===== config.mk =====
export PLATFORM = sky130hd
export DESIGN_NAME = int_ctrl
export DESIGN_NICKNAME = d
export VERILOG_FILES = /design/src/rtl/int_ctrl_pkg.sv /design/src/rtl/int_ctrl_sync_edge.sv /design/src/rtl/int_ctrl.sv
export SDC_FILE = /design/constraint.sdc
export NUM_CORES = 1
export LEC_CHECK = 0
export ABC_AREA = 1
export BUFFER_PORTS_ARGS = -buffer_cell sky130_fd_sc_hd__buf_2
export CORE_UTILIZATION = 25
export CTS_CLUSTER_SIZE = 14
export DETAILED_ROUTE_END_ITERATION = 6
export PLACE_DENSITY_LB_ADDON = 0.25
export RECOVER_POWER = 25
export SLEW_MARGIN = 0
export SYNTH_ARGS = -nofsm -noshare
export SYNTH_HDL_FRONTEND = slang
export SYNTH_HIERARCHICAL = 1
export SYNTH_SLANG_ARGS = --single-unit

===== constraint.sdc =====
create_clock -name clk -period 1.1 [get_ports clk]
set_input_delay 0.165 -clock clk [delete_from_list [all_inputs] [get_ports clk]]
set_output_delay 0.165 -clock clk [all_outputs]
set_load 0.01 [all_outputs]

===== src/rtl/int_ctrl_pkg.sv =====
// Shared definitions for the interrupt controller: register offsets,
// cause codes and bus FSM state encoding.
package int_ctrl_pkg;

  localparam logic [1:0] INT_REG_PENDING = 2'd0;
  localparam logic [1:0] INT_REG_MASK    = 2'd1;
  localparam logic [1:0] INT_REG_CAUSE   = 2'd2;
  localparam logic [1:0] INT_REG_CTRL    = 2'd3;

  localparam int CAUSE_RAM      = 0;
  localparam int CAUSE_DISK     = 1;
  localparam int CAUSE_VRAM     = 2;
  localparam int CAUSE_KEYBOARD = 3;
  localparam int CAUSE_COUNTER  = 4;
  localparam int CAUSE_SWITCH   = 5;

  typedef enum logic [1:0] {
    ST_IDLE = 2'd0,
    ST_ACK  = 2'd1,
    ST_WAIT = 2'd2
  } bus_state_t;

endpackage


===== src/rtl/int_ctrl_sync_edge.sv =====
// Per-source input stage: optional 2-flop synchroniser followed by a
// rising-edge detector producing a one-cycle pulse.
module int_sync_edge #(
  parameter bit SYNC_EN = 1'b1
) (
  input  logic clk,
  input  logic rst,
  input  logic din,
  output logic rise
);

  logic s2;
  logic prev;

  generate
    if (SYNC_EN) begin : g_sync
      logic s1;
      always_ff @(posedge clk) begin
        if (rst) begin
          s1 <= 1'b0;
          s2 <= 1'b0;
        end else begin
          s1 <= din;
          s2 <= s1;
        end
      end
    end else begin : g_nosync
      // Single register keeps the edge detector on registered data even
      // when the source is already in this clock domain.
      always_ff @(posedge clk) begin
        if (rst) s2 <= 1'b0;
        else     s2 <= din;
      end
    end
  endgenerate

  always_ff @(posedge clk) begin
    if (rst) prev <= 1'b0;
    else     prev <= s2;
  end

  assign rise = s2 & ~prev;

endmodule


===== src/rtl/int_ctrl.sv =====
// Wishbone-slave interrupt controller: sticky edge-triggered pending bits,
// software mask and global enable, lowest-index-first cause encoding.
module int_ctrl
  import int_ctrl_pkg::*;
#(
  parameter int N_SRC   = 6,
  parameter bit SYNC_EN = 1'b1
) (
  input  logic             clk,
  input  logic             rst,
  input  logic [N_SRC-1:0] irq_in,
  input  logic             STB,
  input  logic             WE,
  input  logic [31:0]      ADDR,
  input  logic [31:0]      DAT_I,
  output logic [31:0]      DAT_O,
  output logic             ACK,
  output logic             INT,
  output logic [31:0]      CAUSE
);

  logic [N_SRC-1:0] rise;
  logic [N_SRC-1:0] pending;
  logic [N_SRC-1:0] mask;
  logic [N_SRC-1:0] active;
  logic [N_SRC-1:0] clr;
  logic             gen;
  logic [1:0]       reg_sel;
  logic [31:0]      rd_data;
  logic             do_access;
  bus_state_t       state;
  bus_state_t       state_next;
  logic             unused_bits;

  generate
    for (genvar g = 0; g < N_SRC; g++) begin : g_src
      int_sync_edge #(.SYNC_EN(SYNC_EN)) u_sync_edge (
        .clk  (clk),
        .rst  (rst),
        .din  (irq_in[g]),
        .rise (rise[g])
      );
    end
  endgenerate

  assign reg_sel     = ADDR[3:2];
  assign unused_bits = ^{ADDR[31:4], ADDR[1:0], DAT_I};

  // Lowest set bit of the enabled pending set wins; GEN only gates INT.
  always_comb begin
    active = pending & mask;
    CAUSE  = 32'h0;
    for (int i = N_SRC - 1; i >= 0; i--) begin
      if (active[i]) CAUSE = 32'(i);
    end
    INT = gen & (|active);
  end

  always_comb begin
    state_next = state;
    do_access  = 1'b0;
    unique case (state)
      ST_IDLE: begin
        if (STB) begin
          do_access  = 1'b1;
          state_next = ST_ACK;
        end
      end
      ST_ACK:  state_next = ST_WAIT;
      ST_WAIT: if (!STB) state_next = ST_IDLE;
      default: state_next = ST_IDLE;
    endcase
  end

  always_comb begin
    rd_data = 32'h0;
    case (reg_sel)
      INT_REG_PENDING: rd_data = 32'(pending);
      INT_REG_MASK:    rd_data = 32'(mask);
      INT_REG_CAUSE:   rd_data = CAUSE;
      INT_REG_CTRL:    rd_data = {31'h0, gen};
      default:         rd_data = 32'h0;
    endcase
    clr = (do_access && WE && reg_sel == INT_REG_PENDING) ? DAT_I[N_SRC-1:0] : '0;
  end

  assign ACK = (state == ST_ACK);

  // Set is OR-ed in after the clear so a coincident edge is never lost.
  always_ff @(posedge clk) begin
    if (rst) begin
      state   <= ST_IDLE;
      pending <= '0;
      mask    <= '0;
      gen     <= 1'b0;
      DAT_O   <= 32'h0;
    end else begin
      state   <= state_next;
      pending <= (pending & ~clr) | rise;
      if (do_access && !WE) DAT_O <= rd_data;
      if (do_access && WE) begin
        if (reg_sel == INT_REG_MASK) mask <= DAT_I[N_SRC-1:0];
        if (reg_sel == INT_REG_CTRL) gen  <= DAT_I[0];
      end
    end
  end

endmodule


### Word-level counts from Yosys, hierarchy flattened

Cells that the tools add are included.

* output and inout bits: 66
* flip-flop bits (word level): 65
* input port bits: 74

* bitwise operators: 17
* mux-type cells: 13
* reduce and logical (&&, ||, !) cells: 10
* eq/ne operators: 7

Operator list (number)
* $mux W32: 5
* $pmux W32 S4: 1
* $and A6 B6 Y6: 2
* $and A1 B1 Y1: 7
* $eq A2 B2 Y1 const B: 3
* $mux W6: 1
* $not A1 Y1: 6
* $not A6 Y6: 1
* $or A6 B6 Y6: 1
* $pmux W2 S3: 1
* $reduce_and A2 Y1: 3
* $reduce_or A6 Y1: 1
* $eq A2 B1 Y1 const B: 2
* $logic_not A2 Y1: 2
* $mux W2: 2
* $ne A2 B2 Y1 const B: 2
* $logic_and A1 B1 Y1: 3
* $mux W3: 1
* $mux W1: 2
* $logic_not A1 Y1: 1

### Longest topological paths before layout

* word-level depth: 8
* depth in mapped cells: 10
* gate-level depth less buffers: 10

### Cells and area by module

Netlist, hierarchy kept.

Modules (own cells, without submodules)
* int_ctrl: sequential area each 420.4 um^2, area an instance 1405.1 um^2, times used 1, cells an instance 193
* int_sync_edge: sequential area each 60.1 um^2, area an instance 86.3 um^2, times used 6, cells an instance 10

### Least setup slack after synthesis

OpenSTA, ideal clock, no wires.

* kind: reg2reg
* start: register pending[1]
* end: register DAT_O[1]
* library setup time: 0.081 ns
* required time: 1.019 ns
* arrival time: 0.962 ns
* cell stages (with the launch flop): 6
* setup slack: 0.058 ns
* cells stage by stage: dfxtp_1 > nand2_1 > nand2_1 > a21oi_1 > nand3_1 > a41oi_1

* cells in the longest elaborated chain, start to end: 4

Ends and longest elaborated chain
* start: declaration: RTL line int_ctrl.sv:23 `logic [N_SRC-1:0] pending;`
* start signal: assignment: RTL line int_ctrl.sv:99 `pending <= (pending & ~clr) | rise;`
* $and A6 B6 Y6: RTL line int_ctrl.sv:51 `active = pending & mask;`
* $mux W32 (2 in a row): RTL line int_ctrl.sv:54 `if (active[i]) CAUSE = 32'(i);`
* via CAUSE[1]: RTL line int_ctrl.sv:19 `output logic [31:0] CAUSE`
* $pmux W32 S4: RTL line int_ctrl.sv:77 `case (reg_sel)`
* end signal: assignment: RTL line int_ctrl.sv:100 `if (do_access && !WE) DAT_O <= rd_data;`
* end: declaration: RTL line int_ctrl.sv:16 `output logic [31:0] DAT_O,`

The timed path passes the listed nets, and every way through them passes these cells.
A chain may end at the register's enable or synchronous reset.

### Worst setup path in the final report

* start: register pending[5]
* end: output CAUSE[0]

* cells in the longest elaborated chain, start to end: 7

Ends and longest elaborated chain (RTL line)
* $and A6 B6 Y6: int_ctrl.sv:51
* $mux W3: int_ctrl.sv:54
* $mux W32 (5 in a row): int_ctrl.sv:54
* end: declaration: int_ctrl.sv:19

No other way between the ends.

==> out/metrics.yaml <==
final_net_count: 392
clk_latency_ns: 0.28
drt_first_pass_iters: 4
worstPathRequired_ns: 0.94
worstPathCellList: "nand2_2 -> inv_1 -> nand2_1 -> nand2_1 -> nand2_2 -> a21boi_2 -> buf_2"
fin_crit_ns: 1.34
io_buffers: 28
area_delta_synth_final_pct: 34.3
viasPerCell: 3.59
timing.max_cap.violations: 0
skew_ns: 0.00619
post_drt_wl_per_cell_um: 9.18
cts_tree: "done"
holdPathEnd: "g_src[2].u_sync_edge/g_sync.s1$_SDFF_PP0_"
start_util: 0.262
status: "finished with violations"
hold_viol_final: 0
setup_tns_ns: -2.72
critPathKind: "flop to output pin"
p_leak_nw: 1.32
hp-class: "input pin to flop"
hp-start: "irq_in[2]"
first_global_vias: 1293
cts_buffers: 5
violations: "setup timing"
cp_num_buf_inv: 2
insertedDiodeCount: 0
worstMarginPinSlew_ns: 0.593
crit_path_top_delay_cell: "dfxtp_2"
fin_ws_ns: -0.236
grt_max_degree: 28
total_power_w: 0.00323
clk_pin_slew_worst_paths_ns: 0.08
grt_first_pass_wirelength_um: 6000
setup_viol: 24
worstPathMaxFanout: 2
avgSynthCellArea_um2: 7.60
grtUsageTotal: 0.0948
rows: 31
die-area_mm2: 0.00805
ioPinCount: 140
ys_seq_area_frac: 0.406
cpPeakStageDelay_ns: 0.34
die_x_um: 89.7
rsz0062_at_grt: "yes"
r2r_start: "pending[1]$_SDFF_PP0_"
drt_wl_total_um: 3840
r2r_slack_ns: -0.18
arrival_ns: 1.17
dpl.hpwl_um: 2660
ctsLongestPathBuffers: 2
min_path_cells: 3
post-route-period-util: 1.21
cts_sinks: 39
rr_endpoint: "DAT_O[1]$_SDFFE_PP0P_"
max_freq_ghz: 0.748
cts_root_buf: "clkbuf_8"
synth_cell_types: 25
crit_family: "flip-flops"
num_vias: 1500
syn_inst: 253
maxSlewViolCount: 0
post-route-util: 0.352
antenna_found_initial: 0
coreArea_mm2: 0.00733
mappedNetlistArea_mm2: 0.00192
htree_levels: 2
overflow: 0
start_kind: "flop"
fp.dieH_um: 89.7
final_antenna_net_count: 0
drc: 0
place_ws_ns: -0.146
final_layout_size_suffix_gt1_frac: 0.411
vdd_drop_max_uv: 576
yosys_warnings: 6
nFillCells: 795
p_per_area_mw_per_mm2: 1250
initialDrtViolationCount: 24
slew_headroom: 0.604
endpoint_kind: "output pin"
ys_ff_latch: 39
ff2ff_path_depth: 8
gp_congestion: 0.760
-- power by group --
part           leakage (nW)  internal (W)  total, W  switching, W
Clock                0.0612      0.000734   0.00123      0.000495
Sequential            0.326       0.00148   0.00151     0.0000332
Combinational         0.930      0.000192  0.000490      0.000297
Total                  1.32       0.00241   0.00323      0.000826
-- final cells by class --
class,count,area (µm²),share of cell area
multi-input combinational,168,946,0.366
sequential,39,798,0.309
timing repair buffer,60,418,0.162
inverter,43,171,0.0664
tap,99,124,0.0480
clock buffer,6,82.6,0.0320
clock inverter,2,35.0,0.0136
timing repair inverter,1,7.51,0.00291
-- cells in the final DEF, fill, tap and decap left out, types with 2 or more instances in the layout --
master	count
a31oi_1	4
nand3_1	4
inv_2	6
inv_1	35
conb_1	55
nor2_1	27
nor2_4	4
nand2_1	20
nand3_4	2
buf_4	24
dfxtp_2	14
dfxtp_1	25
a21oi_1	11
nand2_4	6
o21ai_1	3
clkbuf_8	6
buf_6	7
nand2_2	3
o21ai_2	13
buf_2	26
a21oi_2	7
-- sequential cells by signal, indices dropped and copies added (netlist names) --
register and cells:
g_src.u_sync_edge/g_sync.s1 6, pending 6, DAT_O 6, gen 1
g_src.u_sync_edge/prev 6, g_src.u_sync_edge/s2 6, state 2, mask 6
-- cells in the mapped netlist --
| library cell | instances | area (µm²) |
|---|---|---|
| buf_4 | 55 | 413 |
| dfxtp_1 | 39 | 781 |
| inv_1 | 36 | 135 |
| nor2_1 | 29 | 109 |
| nand2_1 | 28 | 105 |
| a21oi_1 | 17 | 85.1 |
| o21ai_0 | 13 | 65.1 |
| inv_2 | 7 | 26.3 |
| nand3_1 | 5 | 25.0 |
| o21ai_1 | 5 | 25.0 |
| a31oi_1 | 4 | 25.0 |
| buf_2 | 2 | 10.0 |
| a21boi_0 | 1 | 7.51 |
| a21oi_2 | 1 | 8.76 |
| a22o_1 | 1 | 8.76 |
| a41oi_1 | 1 | 8.76 |
| buf_6 | 1 | 11.3 |
| conb_1 | 1 | 3.75 |
| nand2_2 | 1 | 6.26 |
| nand3_2 | 1 | 10.0 |
| nand4_1 | 1 | 6.26 |
| nor2_2 | 1 | 6.26 |
| nor2_4 | 1 | 11.3 |
| nor2_8 | 1 | 20.0 |
| nor3_2 | 1 | 10.0 |
-- metrics by stage --
| stage | instances | hold slack [ns] | instance area, µm² |
|---|---|---|---|
| global placement | 399 | 0.364 | 2130 |
| floorplan | 307 | 0.236 | 2130 |
| detailed placement | 399 | 0.371 | 2130 |
| global route | 418 | 0.0526 | 2580 |
| CTS | 414 | 0.0631 | 2480 |
| finish | 418 | 0.0748 | 2580 |
-- worst max path at each step --
| stage | startpoint | endpoint | slack [ns] | cells after the start |
|---|---|---|---|---|
| floorplan | pending[1]$_SDFF_PP0_ | DAT_O[1]$_SDFFE_PP0P_ | 0.06 | 5 |
| global placement | state[0]$_SDFFE_PP0P_ | pending[0]$_SDFF_PP0_ | -0.13 | 6 |
| detailed placement | state[0]$_SDFFE_PP0P_ | pending[0]$_SDFF_PP0_ | -0.15 | 6 |
| CTS | pending[5]$_SDFF_PP0_ | CAUSE[0] | -0.28 | 7 |
| global route | pending[5]$_SDFF_PP0_ | CAUSE[0] | -0.32 | 7 |
| finish | pending[5]$_SDFF_PP0_ | CAUSE[0] | -0.24 | 7 |
-- cell families (layout without fill, tap and decap cells) --
family                 count (synthesis)  after routing  synth area share
flip-flops                            39             39             0.406
buffers and inverters                101            112             0.310
AND/OR/NAND/NOR                       69             70             0.161
AO/OA/AOI/OAI                         43             43             0.122
other                                  1             55           0.00195
-- worst register-to-register path, delay by kind of cell (launching register included) --
kind            cells  cell delay, ns
compound gates      2            0.32
buf+inv             3            0.31
flops               1            0.34
simple gates        3            0.25
-- metal layers --
metal | track usage | up-vias | wire [µm]
met2 | 0.159 | 49 | 1940
li1 | - | 797 | -
met5 | 0 | - | 0
met4 | 0.0287 | 0 | 19
met3 | 0.0296 | 2 | 179
met1 | 0.116 | 652 | 1690
-- timing repair --
| item | in CTS | in global routing |
|---|---|---|
| buffers inserted | 5 | 4 |
| resized for setup | 65 | 19 |
| setup endpoints to repair | 24 | 24 |
| cloned | 2 | 0 |
| hold buffers | 0 | 0 |
| pin swaps | 10 | 11 |
Note: power is estimated with default switching activity, not from simulation.
